[config.mk]
export PLATFORM = sky130hd
export DESIGN_NAME = seq_add_ctrl
export DESIGN_NICKNAME = d
export VERILOG_FILES = /design/src/rtl/seq_add_ctrl_pkg.sv /design/src/rtl/seq_add_ctrl_cla8.sv /design/src/rtl/seq_add_ctrl.sv
export SDC_FILE = /design/constraint.sdc
export NUM_CORES = 1
export LEC_CHECK = 0
export CAP_MARGIN = 20
export CORE_MARGIN = 2
export CORE_UTILIZATION = 46
export DETAILED_ROUTE_END_ITERATION = 10
export PLACE_DENSITY = 0.75
export RECOVER_POWER = 50
export SYNTH_ARGS = -nofsm -noshare
export SYNTH_HDL_FRONTEND = slang
export SYNTH_HIERARCHICAL = 1
export SYNTH_SLANG_ARGS = --single-unit
[constraint.sdc]
create_clock -name clock -period 3 [get_ports clock]
set_input_delay 0.75 -clock clock [delete_from_list [all_inputs] [get_ports clock]]
set_output_delay 0.75 -clock clock [all_outputs]
set_load 0.02 [all_outputs]
[src/rtl/seq_add_ctrl_pkg.sv]
// ---------------------------------------------------------------------------
// seq_add_ctrl_pkg
//   Shared definitions for the sequential adder/subtractor controller.
//   - SLICE_W   : width of the time-shared carry-lookahead slice (one byte).
//   - state_e   : controller state encoding (IDLE / RUN / DONE).
//   - idx_width : width of the slice index register for a given pass count.
// ---------------------------------------------------------------------------
package seq_add_ctrl_pkg;

  localparam int SLICE_W = 8;

  typedef enum logic [1:0] {
    IDLE = 2'd0,
    RUN  = 2'd1,
    DONE = 2'd2
  } state_e;

  // Bits needed to count 0..n-1; never less than one so a two-pass
  // configuration still gets a real register.
  function automatic int idx_width(input int n);
    int w;
    w = 1;
    while ((1 << w) < n) begin
      w = w + 1;
    end
    return w;
  endfunction

endpackage

[src/rtl/seq_add_ctrl_cla8.sv]
// ---------------------------------------------------------------------------
// seq_add_ctrl_cla8
//   8-bit carry-lookahead adder slice (CLA_8). Purely combinational.
//   Ports:
//     a, b  [7:0] in  : slice operands
//     cin         in  : carry into bit 0
//     sum   [7:0] out : a + b + cin (low 8 bits)
//     g           out : group generate of the slice
//     p           out : group propagate of the slice
//     cout        out : carry out of bit 7 (equal to g | (p & cin))
// ---------------------------------------------------------------------------
module seq_add_ctrl_cla8
  import seq_add_ctrl_pkg::*;
(
  input  logic [SLICE_W-1:0] a,
  input  logic [SLICE_W-1:0] b,
  input  logic               cin,
  output logic [SLICE_W-1:0] sum,
  output logic               g,
  output logic               p,
  output logic               cout
);

  logic [SLICE_W-1:0] bit_g;
  logic [SLICE_W-1:0] bit_p;

  assign bit_g = a & b;
  assign bit_p = a ^ b;

  // Each bit's carry-in is expressed as the group generate/propagate of the
  // bits below it, so no bit depends on another bit's carry output.
  always_comb begin
    logic grp_g;
    logic grp_p;
    sum   = '0;
    grp_g = 1'b0;
    grp_p = 1'b1;
    for (int i = 0; i < SLICE_W; i++) begin
      sum[i] = bit_p[i] ^ (grp_g | (grp_p & cin));
      grp_g  = bit_g[i] | (bit_p[i] & grp_g);
      grp_p  = grp_p & bit_p[i];
    end
    g    = grp_g;
    p    = grp_p;
    cout = grp_g | (grp_p & cin);
  end

endmodule

[src/rtl/seq_add_ctrl.sv]
// ---------------------------------------------------------------------------
// seq_add_ctrl
//   Multi-cycle WIDTH-bit adder/subtractor. One 8-bit CLA slice is reused for
//   WIDTH/8 passes, least-significant byte first, with a carry register
//   linking the passes.
//
//   Build option: define SEQ_ADD_SUB_EN to enable subtraction via op_sub.
//   Without it op_sub is ignored and every operation is an add.
//
//   Parameters:
//     WIDTH      : operand/result width, a multiple of 8 and at least 16.
//   Ports:
//     clock      in  : rising-edge clock
//     reset_n    in  : asynchronous active-low reset
//     start      in  : operation request
//     op_sub     in  : 1 = a - b, 0 = a + b (sampled with start)
//     a, b       in  : operands (sampled with start)
//     busy       out : high while passes are running
//     done       out : one-cycle pulse, result/cout/overflow valid
//     result     out : sum/difference, held until the next accepted start
//     cout       out : carry out of the top bit (for sub: 1 = no borrow)
//     overflow   out : signed overflow of the operation
//     dbg_state  out : current controller state (state_e encoding)
//
//   Handshake: start is accepted on any rising edge where busy is low
//   (IDLE or DONE); a, b and op_sub are captured on that edge and may change
//   freely afterwards. start while busy is high is dropped, not queued.
//   done pulses for one cycle exactly WIDTH/8 edges after acceptance;
//   result, cout and overflow are valid from that cycle onwards.
// ---------------------------------------------------------------------------
module seq_add_ctrl
  import seq_add_ctrl_pkg::*;
#(
  parameter int WIDTH = 32
) (
  input  logic             clock,
  input  logic             reset_n,
  input  logic             start,
  input  logic             op_sub,
  input  logic [WIDTH-1:0] a,
  input  logic [WIDTH-1:0] b,
  output logic             busy,
  output logic             done,
  output logic [WIDTH-1:0] result,
  output logic             cout,
  output logic             overflow,
  output logic [1:0]       dbg_state
);

  localparam int NUM_SLICES = WIDTH / SLICE_W;
  localparam int IDX_W      = idx_width(NUM_SLICES);
  localparam logic [IDX_W-1:0] LAST_IDX = IDX_W'(NUM_SLICES - 1);

  state_e             state_q, state_d;
  logic [IDX_W-1:0]   idx_q, idx_d;
  logic               carry_q, carry_d;
  logic [WIDTH-1:0]   a_q, a_d;
  logic [WIDTH-1:0]   b_q, b_d;        // holds b_eff, not raw b
  logic [WIDTH-1:0]   result_q, result_d;
  logic               cout_q, cout_d;
  logic               ovf_q, ovf_d;

  logic [WIDTH-1:0]   b_eff_in;
  logic               cin0;

`ifdef SEQ_ADD_SUB_EN
  assign b_eff_in = op_sub ? ~b : b;
  assign cin0     = op_sub;
`else
  logic op_sub_unused;
  assign op_sub_unused = op_sub;
  assign b_eff_in      = b;
  assign cin0          = 1'b0;
`endif

  // Byte lane selected by the current pass.
  logic [SLICE_W-1:0] slice_a;
  logic [SLICE_W-1:0] slice_b;
  logic [SLICE_W-1:0] slice_sum;
  logic               slice_g;
  logic               slice_p;
  logic               slice_c;
  logic               slice_cout_unused;

  assign slice_a = a_q[int'(idx_q) * SLICE_W +: SLICE_W];
  assign slice_b = b_q[int'(idx_q) * SLICE_W +: SLICE_W];

  seq_add_ctrl_cla8 u_cla8 (
    .a    (slice_a),
    .b    (slice_b),
    .cin  (carry_q),
    .sum  (slice_sum),
    .g    (slice_g),
    .p    (slice_p),
    .cout (slice_cout_unused)
  );

  // The carry linking passes is rebuilt from group G/P rather than taken
  // from the slice's own carry output.
  assign slice_c = slice_g | (slice_p & carry_q);

  always_comb begin
    state_d  = state_q;
    idx_d    = idx_q;
    carry_d  = carry_q;
    a_d      = a_q;
    b_d      = b_q;
    result_d = result_q;
    cout_d   = cout_q;
    ovf_d    = ovf_q;

    unique case (state_q)
      IDLE, DONE: begin
        if (start) begin
          state_d = RUN;
          a_d     = a;
          b_d     = b_eff_in;
          idx_d   = '0;
          carry_d = cin0;
        end else begin
          state_d = IDLE;
        end
      end

      RUN: begin
        result_d[int'(idx_q) * SLICE_W +: SLICE_W] = slice_sum;
        carry_d = slice_c;
        if (idx_q == LAST_IDX) begin
          state_d = DONE;
          cout_d  = slice_c;
          // On the last pass slice_sum[7] is result bit WIDTH-1.
          ovf_d   = (a_q[WIDTH-1] == b_q[WIDTH-1]) &
                    (slice_sum[SLICE_W-1] != a_q[WIDTH-1]);
        end else begin
          idx_d = idx_q + IDX_W'(1);
        end
      end

      default: begin
        state_d = IDLE;
      end
    endcase
  end

  always_ff @(posedge clock or negedge reset_n) begin
    if (!reset_n) begin
      state_q  <= IDLE;
      idx_q    <= '0;
      carry_q  <= 1'b0;
      a_q      <= '0;
      b_q      <= '0;
      result_q <= '0;
      cout_q   <= 1'b0;
      ovf_q    <= 1'b0;
    end else begin
      state_q  <= state_d;
      idx_q    <= idx_d;
      carry_q  <= carry_d;
      a_q      <= a_d;
      b_q      <= b_d;
      result_q <= result_d;
      cout_q   <= cout_d;
      ovf_q    <= ovf_d;
    end
  end

  assign busy      = (state_q == RUN);
  assign done      = (state_q == DONE);
  assign result    = result_q;
  assign cout      = cout_q;
  assign overflow  = ovf_q;
  assign dbg_state = state_q;

endmodule

==> flow_summary.ini, run 1 <==
[drt]
vias_per_cell = 5.37
drcViolationCount = 0
drt_pre_antenna_iters = 4
dr.first_iter.drc_count = 113
postRouteAntennaNets = 0
routed_wl_microns = 10100
vias = 3276
wl_per_cell_microns = 16.6

[timing]
fin_skew_ns = 0.00909
drv_slew = 0
fin_crit_sh = 0.940
hold_viol = 0
fin_crit_ns = 2.82
worst_hold_slack_ns = 0.490
max_freq_mhz = 355
finalSetupTns_ns = 0
tightest_slew_ns = 1.49
setup-violations-final = 0
grt_setup_unrepaired = no
slew_headroom = 0.00628

[worst_setup_path]
crit_family = compound AO/OA/AOI/OAI gates
cpMaxStageDelayCell = mux4_2
path_class = reg -> reg
crit_arrival_ns = 3.03
crit_buf_inv = 1
crit_path_max_incr_delay_ns = 0.55
end_kind = flip-flop
start_kind = flip-flop
crit_chain = buf_6 > mux4_2 > ha_4 > a211o_1 > o21a_2 > or3_1 > nand4_1 > and3b_1 > a21oi_1 > o21ai_0
required_ns = 3.21
crit_fanout = 6

[cts]
cts_max_level = 3
cts_max_path_buffers = 2
cts.sinks = 103
clk_pin_slew_worst_paths_ns = 0.09
cts_tree = built
cts-root-buf = clkbuf_8
clock_latency_ns = 0.36
cts_buffers = 9

[final_layout]
drive_above_1_share = 0.234
finalNetCount = 551
fillers = 850
area_growth_pct = 28.8
diodes = 0
fin_area_sq_um = 6230

[pwr]
vdd_drop_max_v = 0.000832
power_leakage_nw = 2.61
p_total_mw = 8.46
power.density_nw_per_um2 = 1360

[placement]
gp_congestion = 0.817
dp_hpwl_microns = 7700
place_area_sq_um = 6080
numPortBuffers = 104

[global_route]
grt_usage = 0.190
first_global_vias = 3371
grt_first_pass_wirelength_microns = 16800
grt_antenna_before_repair = 0
grt_max_degree = 69
grt_overflow_total = 0

[floorplanning]
start_util = 0.470
dieArea_sq_um = 11300
core_sq_um = 10300
row_count = 37
die_x_microns = 107
dieHeight_microns = 107
ioPinCount = 106

[outcome]
status = complete, no violations

[run]
cap_viol_max_count = 0

[synthesis]
netlist_area_sq_um = 4830
synth_fp_nets = 437
syn_area_per_cell_sq_um = 13.6
synth_warnings = 6
synthCells = 355

[worst_hold_path]
min_path_type = reg -> reg
## final cells by class
cell class / count / area [sq um] / area share
Sequential cell: 103 / 2580 / 0.414
Multi-Input combinational cell: 230 / 2110 / 0.340
Timing Repair Buffer: 119 / 1170 / 0.187
Tap cell: 136 / 170 / 0.0273
Clock buffer: 10 / 138 / 0.0221
Clock inverter: 6 / 36.3 / 0.00583
Inverter: 6 / 22.5 / 0.00362
## state kept, by name (all words and copies together), names as in the netlist
| register | flops |
|---|---|
| idx_q | 2 |
| b_q | 32 |
| carry_q | 1 |
| dbg_state | 2 |
| overflow | 1 |
| a_q | 32 |
| cout | 1 |
| result | 32 |
## worst register-to-register path: cells and delay by family (launching register included)
kind                       cells  cell delay (ns)
AOI/OAI and AO/OA              4             0.65
adders and majority gates      1             0.19
buffers and inverters          1             0.16
DFF                            1             0.49
muxes                          1             0.56
and+or+nand+nor                3             0.64
## power by group
part	internal, mW	total (mW)	switching (mW)
Clock	0.320	0.777	0.457
Sequential	2.04	2.44	0.409
Combinational	2.55	5.23	2.68
## stage by stage
step | util | instances | setup WS, ns
after detailed placement | 0.592 | 594 | 0.0171
after floorplan | - | 355 | 0.0553
final | 0.606 | 610 | 0.181
after global placement | 0.592 | 594 | 0.0533
after global routing | 0.606 | 610 | 0.00195
after CTS | 0.609 | 610 | 0.0827
## cell usage in the layout, fill, tap and decap left out, types with 9 or more instances in the layout
cell,count
nor2_1,9
ha_1,11
a21oi_1,9
o21ai_0,22
buf_4,9
a22o_1,16
clkdlybuf4s50_1,103
clkbuf_8,10
nand2_1,42
dfrtp_1,102
mux4_2,16
mux2_1,12
mux2_2,48
## timing repair
item,in CTS,in global routing
gates resized for setup,1,12
pin swaps,0,3
endpoints found under the setup margin,1,11
hold buffers,0,0
setup buffers,0,0
## worst paths after layout
kind / startpoint / to / slack (ns) / depth (start not counted)
worst max-delay path: idx_q[0] / overflow / 0.18 / 10
worst min-delay path: result[8] / result[8] / 0.49 / 2
worst max register to register: idx_q[0] / overflow / 0.18 / 10
worst min register to register: result[8] / result[8] / 0.49 / 2
max in group asynchronous: reset_n / idx_q[0] / 1.01 / 2
min in group asynchronous: reset_n / result[30] / 0.71 / 1
## per-layer routing
| metal | GRT usage | share of wire | vias up |
|---|---|---|---|
| met5 | 0 | 0 | - |
| met4 | 0.0733 | 0.014 | 0 |
| met3 | 0.0356 | 0.068 | 11 |
| met2 | 0.317 | 0.50 | 122 |
| met1 | 0.249 | 0.42 | 1627 |
| li1 | - | - | 1516 |
No activity file was read; power rests on OpenSTA's default activity.
==> run 2, diff against run 1 <==
Settings changed: SKIP_LAST_GASP set to 1, SLEW_MARGIN set to 10.
==> flow_summary.ini, run 2 (synthesis gave the netlist of run 1 again) <==
[placement]
dp_hpwl_microns = 7700
numPortBuffers = 104
place_area_sq_um = 6080
place_ws_ns = 0.0171
gp_congestion = 0.817

[drt]
vias_per_cell = 5.38
wl_per_cell_microns = 16.6
drt_pre_antenna_iters = 4
drcViolationCount = 0
postRouteAntennaNets = 0
vias = 3281
dr.first_iter.drc_count = 109
routed_wl_microns = 10100

[worst_setup_path]
required_ns = 3.21
path_class = reg -> reg
crit_buf_inv = 1
end_kind = flip-flop
crit_family = compound AO/OA/AOI/OAI gates
crit_fanout = 6
crit_path_max_incr_delay_ns = 0.57
reg2reg_from = idx_q[0]
crit_chain = buf_4 > mux4_1 > ha_1 > a211o_1 > o21a_2 > or3_1 > nand4_1 > and3b_1 > a21oi_1 > o21ai_0
start_kind = flip-flop
crit_arrival_ns = 3.12
cpMaxStageDelayCell = mux4_1
cp-startpoint = idx_q[0]

[outcome]
status = complete, but fails checks
violations = capacitance limit, slew limit

[floorplanning]
ioPinCount = 106
row_count = 37
die_x_microns = 107
dieArea_sq_um = 11300
dieHeight_microns = 107
start_util = 0.470
core_sq_um = 10300

[timing]
fin_skew_ns = 0.0101
setup-violations-final = 0
grt_setup_unrepaired = yes
fin_crit_sh = 0.968
max_freq_mhz = 344
hold_viol = 0
tightest_slew_ns = 1.68
drv_slew = 69
fin_crit_ns = 2.90
worst_hold_slack_ns = 0.490
slew_headroom = -0.120
setup_ws_ns = 0.0956

[final_layout]
diodes = 0
drive_above_1_share = 0.230
fin_area_sq_um = 6200
final_common_cell = clkdlybuf4s50_1
fillers = 850
layout_common_cells = clkdlybuf4s50_1, dfrtp_1, mux2_2
area_growth_pct = 28.2
finalNetCount = 551

[global_route]
grt_max_degree = 69
grt_antenna_before_repair = 0
grt_first_pass_wirelength_microns = 16800
grt_usage = 0.190
first_global_vias = 3371
grt_overflow_total = 0

[pwr]
p_comb_frac = 0.617
power.switching_mw = 3.54
sw_frac_of_total = 0.421
seq_power_share = 0.291
power.density_nw_per_um2 = 1360
p_total_mw = 8.40
vdd_drop_max_v = 0.000821
power_leakage_nw = 2.60
pwr-share-clk = 0.093
power.internal_mw = 4.86

[worst_hold_path]
min_from = result[12]
min_path_type = reg -> reg

[cts]
cts.sinks = 103
cts_setup_buffers = 0
cts_max_level = 3
cts_max_path_buffers = 2
clock_latency_ns = 0.36
clk_pin_slew_worst_paths_ns = 0.09
cts-root-buf = clkbuf_8
cts_buffers = 9
cts_tree = built

[run]
cap_viol_max_count = 1
==> run 2: path summary, 6_finish.rpt <==
kind	end	slack (ns)	cells after the start
max in group asynchronous	a_q[24]	0.46	2
max	overflow	0.1	10
min in group asynchronous	result[30]	0.68	1
min reg2reg	result[12]	0.49	2
min	result[12]	0.49	2
max reg2reg	overflow	0.1	10
==> run 2: worst reg2reg max path, delay by kind of cell (launching register included) <==
family / cells / cell delay [ns]
AO/OA/AOI/OAI: 4 / 0.66
AND/OR/NAND/NOR: 3 / 0.66
multiplexers: 1 / 0.57
flip-flops: 1 / 0.47
adder cells (fa/ha/maj): 1 / 0.25
buffers and inverters: 1 / 0.16
==> run 2: repair_timing <==
action / 4_1_cts / 5_1_grt
pin swaps: 0 / 0
gates resized for setup: 1 / 6
setup endpoints to repair: 1 / 11
hold buffers: 0 / 0
==> run 2: metal layers <==
metal	up-vias	GRT usage	part of all wire
li1	1517	-	-
met1	1642	0.249	0.43
met2	111	0.317	0.50
met3	11	0.0356	0.063
met4	0	0.0733	0.014
met5	-	0	0
==> run 2: through the flow <==
| step | util | cells | TNS (ns) |
|---|---|---|---|
| floorplan | - | 355 | 0 |
| global placement | 0.592 | 594 | 0 |
| detailed placement | 0.592 | 594 | 0 |
| CTS | 0.609 | 610 | 0 |
| global route | 0.603 | 610 | -0.397 |
| finish | 0.603 | 610 | 0 |
==> run 2: layout make-up <==
| cell class | count | area, sq um | area share |
|---|---|---|---|
| Inverter | 6 | 22.5 | 0.00363 |
| Tap cell | 136 | 170 | 0.0275 |
| Timing Repair Buffer | 119 | 1150 | 0.185 |
| Multi-Input combinational cell | 230 | 2110 | 0.340 |
| Clock buffer | 10 | 138 | 0.0222 |
| Clock inverter | 6 | 36.3 | 0.00586 |
| Sequential cell | 103 | 2580 | 0.416 |
==> run 2: power by group through the flow <==
stage	clock, mW	sequential, mW	combinational (mW)
3_3_place_gp	0	2.44	4.94
5_1_grt	0.866	2.53	5.61
4_1_cts	0.806	2.46	5.14
3_5_place_dp	0	2.48	5.12
2_1_floorplan	0	2.55	3.14
6_report	0.779	2.44	5.18
==> run 3, diff against run 2 <==
Settings changed: CORE_UTILIZATION 46 to 55, PLACE_DENSITY 0.75 to 0.84.
Clock period 3 ns to 3.6 ns, I/O delays scaled along.
==> flow_summary.ini, run 3 (synthesis gave the netlist of run 1 again) <==
[floorplanning]
ioPinCount = 106
row_count = 34
start_util = 0.560
dieArea_sq_um = 9550
dieHeight_microns = 97.7
die_x_microns = 97.7
core_sq_um = 8640

[timing]
setup_ws_ns = 0.482
tightest_slew_ns = 1.65
max_freq_mhz = 321
fin_crit_sh = 0.866
slew_headroom = -0.0997
grt_setup_unrepaired = no
hold_viol = 0
drv_slew = 69
fin_crit_ns = 3.12
setup-violations-final = 0
finalSetupTns_ns = 0
worst_hold_slack_ns = 0.486
fin_skew_ns = 0.00998

[worst_setup_path]
crit_arrival_ns = 3.32
required_ns = 3.81
crit_chain = buf_4 > mux4_2 > ha_1 > a211o_1 > o21a_2 > or3_1 > nand4_1 > and3b_1 > a21oi_1 > o21ai_0
reg2reg_slack_ns = 0.48
end_kind = flip-flop
crit_fanout = 9
start_kind = flip-flop
cpMaxStageDelayCell = mux4_2
path_class = reg -> reg
crit_path_max_incr_delay_ns = 0.53

[final_layout]
final_common_cell = dfrtp_1
fin_area_sq_um = 6090
layout_common_cells = dfrtp_1, clkdlybuf4s50_1, mux2_2
fin_cells = 575
finalNetCount = 544
area_growth_pct = 26.0
finish.utilization = 0.705
drive_above_1_share = 0.195
diodes = 0

[cts]
cts_max_path_buffers = 2
cts_tree = built
clock_latency_ns = 0.35
cts_max_level = 3
clk_pin_slew_worst_paths_ns = 0.09
holdBufCountCts = 0
cts_setup_buffers = 0
cts_buffers = 9
cts.sinks = 103
cts-root-buf = clkbuf_8
cts_resized = 0

[outcome]
violations = capacitance limit, slew limit
status = complete, but fails checks

[pwr]
power.density_nw_per_um2 = 1090
p_total_mw = 6.66
power_leakage_nw = 2.56
vdd_drop_max_v = 0.000856

[placement]
gp_congestion = 0.841
numPortBuffers = 104
place_ws_ns = 0.494
placed_cells = 559
dp_hpwl_microns = 7430
place_area_sq_um = 6000

[global_route]
grt_antenna_before_repair = 0
grt_first_pass_wirelength_microns = 16400
grt_max_degree = 96
first_global_vias = 3358
grt_overflow_total = 0
grt_usage = 0.217

[drt]
wl_per_cell_microns = 17.0
drcViolationCount = 0
dr.first_iter.drc_count = 133
vias = 3190
drt_pre_antenna_iters = 4
postRouteAntennaNets = 0
vias_per_cell = 5.55
routed_wl_microns = 9800

[run]
cap_viol_max_count = 1

[worst_hold_path]
min_path_type = in -> async
==> run 3: cell types whose count changed in the layout (fill, tap and decap cells not counted), moves of 2 or more <==
cell / previous run / this run
mux2_4: 5 / 1
buf_4: 10 / 6
buf_6: 2 / 0
mux2_1: 11 / 15
clkinv_2: 4 / 2
==> run 3: cell type report <==
| class | count | area (sq um) |
|---|---|---|
| Inverter | 6 | 22.5 |
| Fill cell | 599 | 2550 |
| Tap cell | 108 | 135 |
| Clock inverter | 3 | 17.5 |
| Multi-Input combinational cell | 230 | 2070 |
| Clock buffer | 13 | 159 |
| Sequential cell | 103 | 2580 |
| Timing Repair Buffer | 112 | 1100 |
==> run 3: critical path: cells and delay by family, from the launching register on <==
kind	cells	cell delay (ns)
AO/OA/AOI/OAI	4	0.80
adder cells (fa/ha/maj)	1	0.27
buffers and inverters	1	0.23
flip-flops	1	0.48
multiplexers	1	0.53
AND/OR/NAND/NOR	3	0.66
==> run 3: layer usage <==
layer,global-route usage,share of wire,vias up
met1,0.286,0.42,1577
met2,0.359,0.51,98
li1,-,-,1500
met5,0,0,-
met4,0.0598,0.018,0
met3,0.0623,0.058,15
==> run 3: final timing paths <==
check,start,endpoint,cells after the start
worst max-delay path,idx_q[0],overflow,10
worst max register to register,idx_q[0],overflow,10
worst min register to register,result[31],result[31],2
max in group asynchronous,reset_n,b_q[29],2
min in group clock,result[31],result[31],2
worst min-delay path,reset_n,result[11],1
==> run 3: power breakdown <==
| group | internal, mW | switching [mW] | total, mW | leakage, nW |
|---|---|---|---|---|
| clock | 0.288 | 0.365 | 0.653 | 0.0894 |
| combinational | 1.80 | 2.18 | 3.98 | 1.19 |
| sequential | 1.70 | 0.327 | 2.02 | 1.28 |
| total | 3.79 | 2.87 | 6.66 | 2.56 |
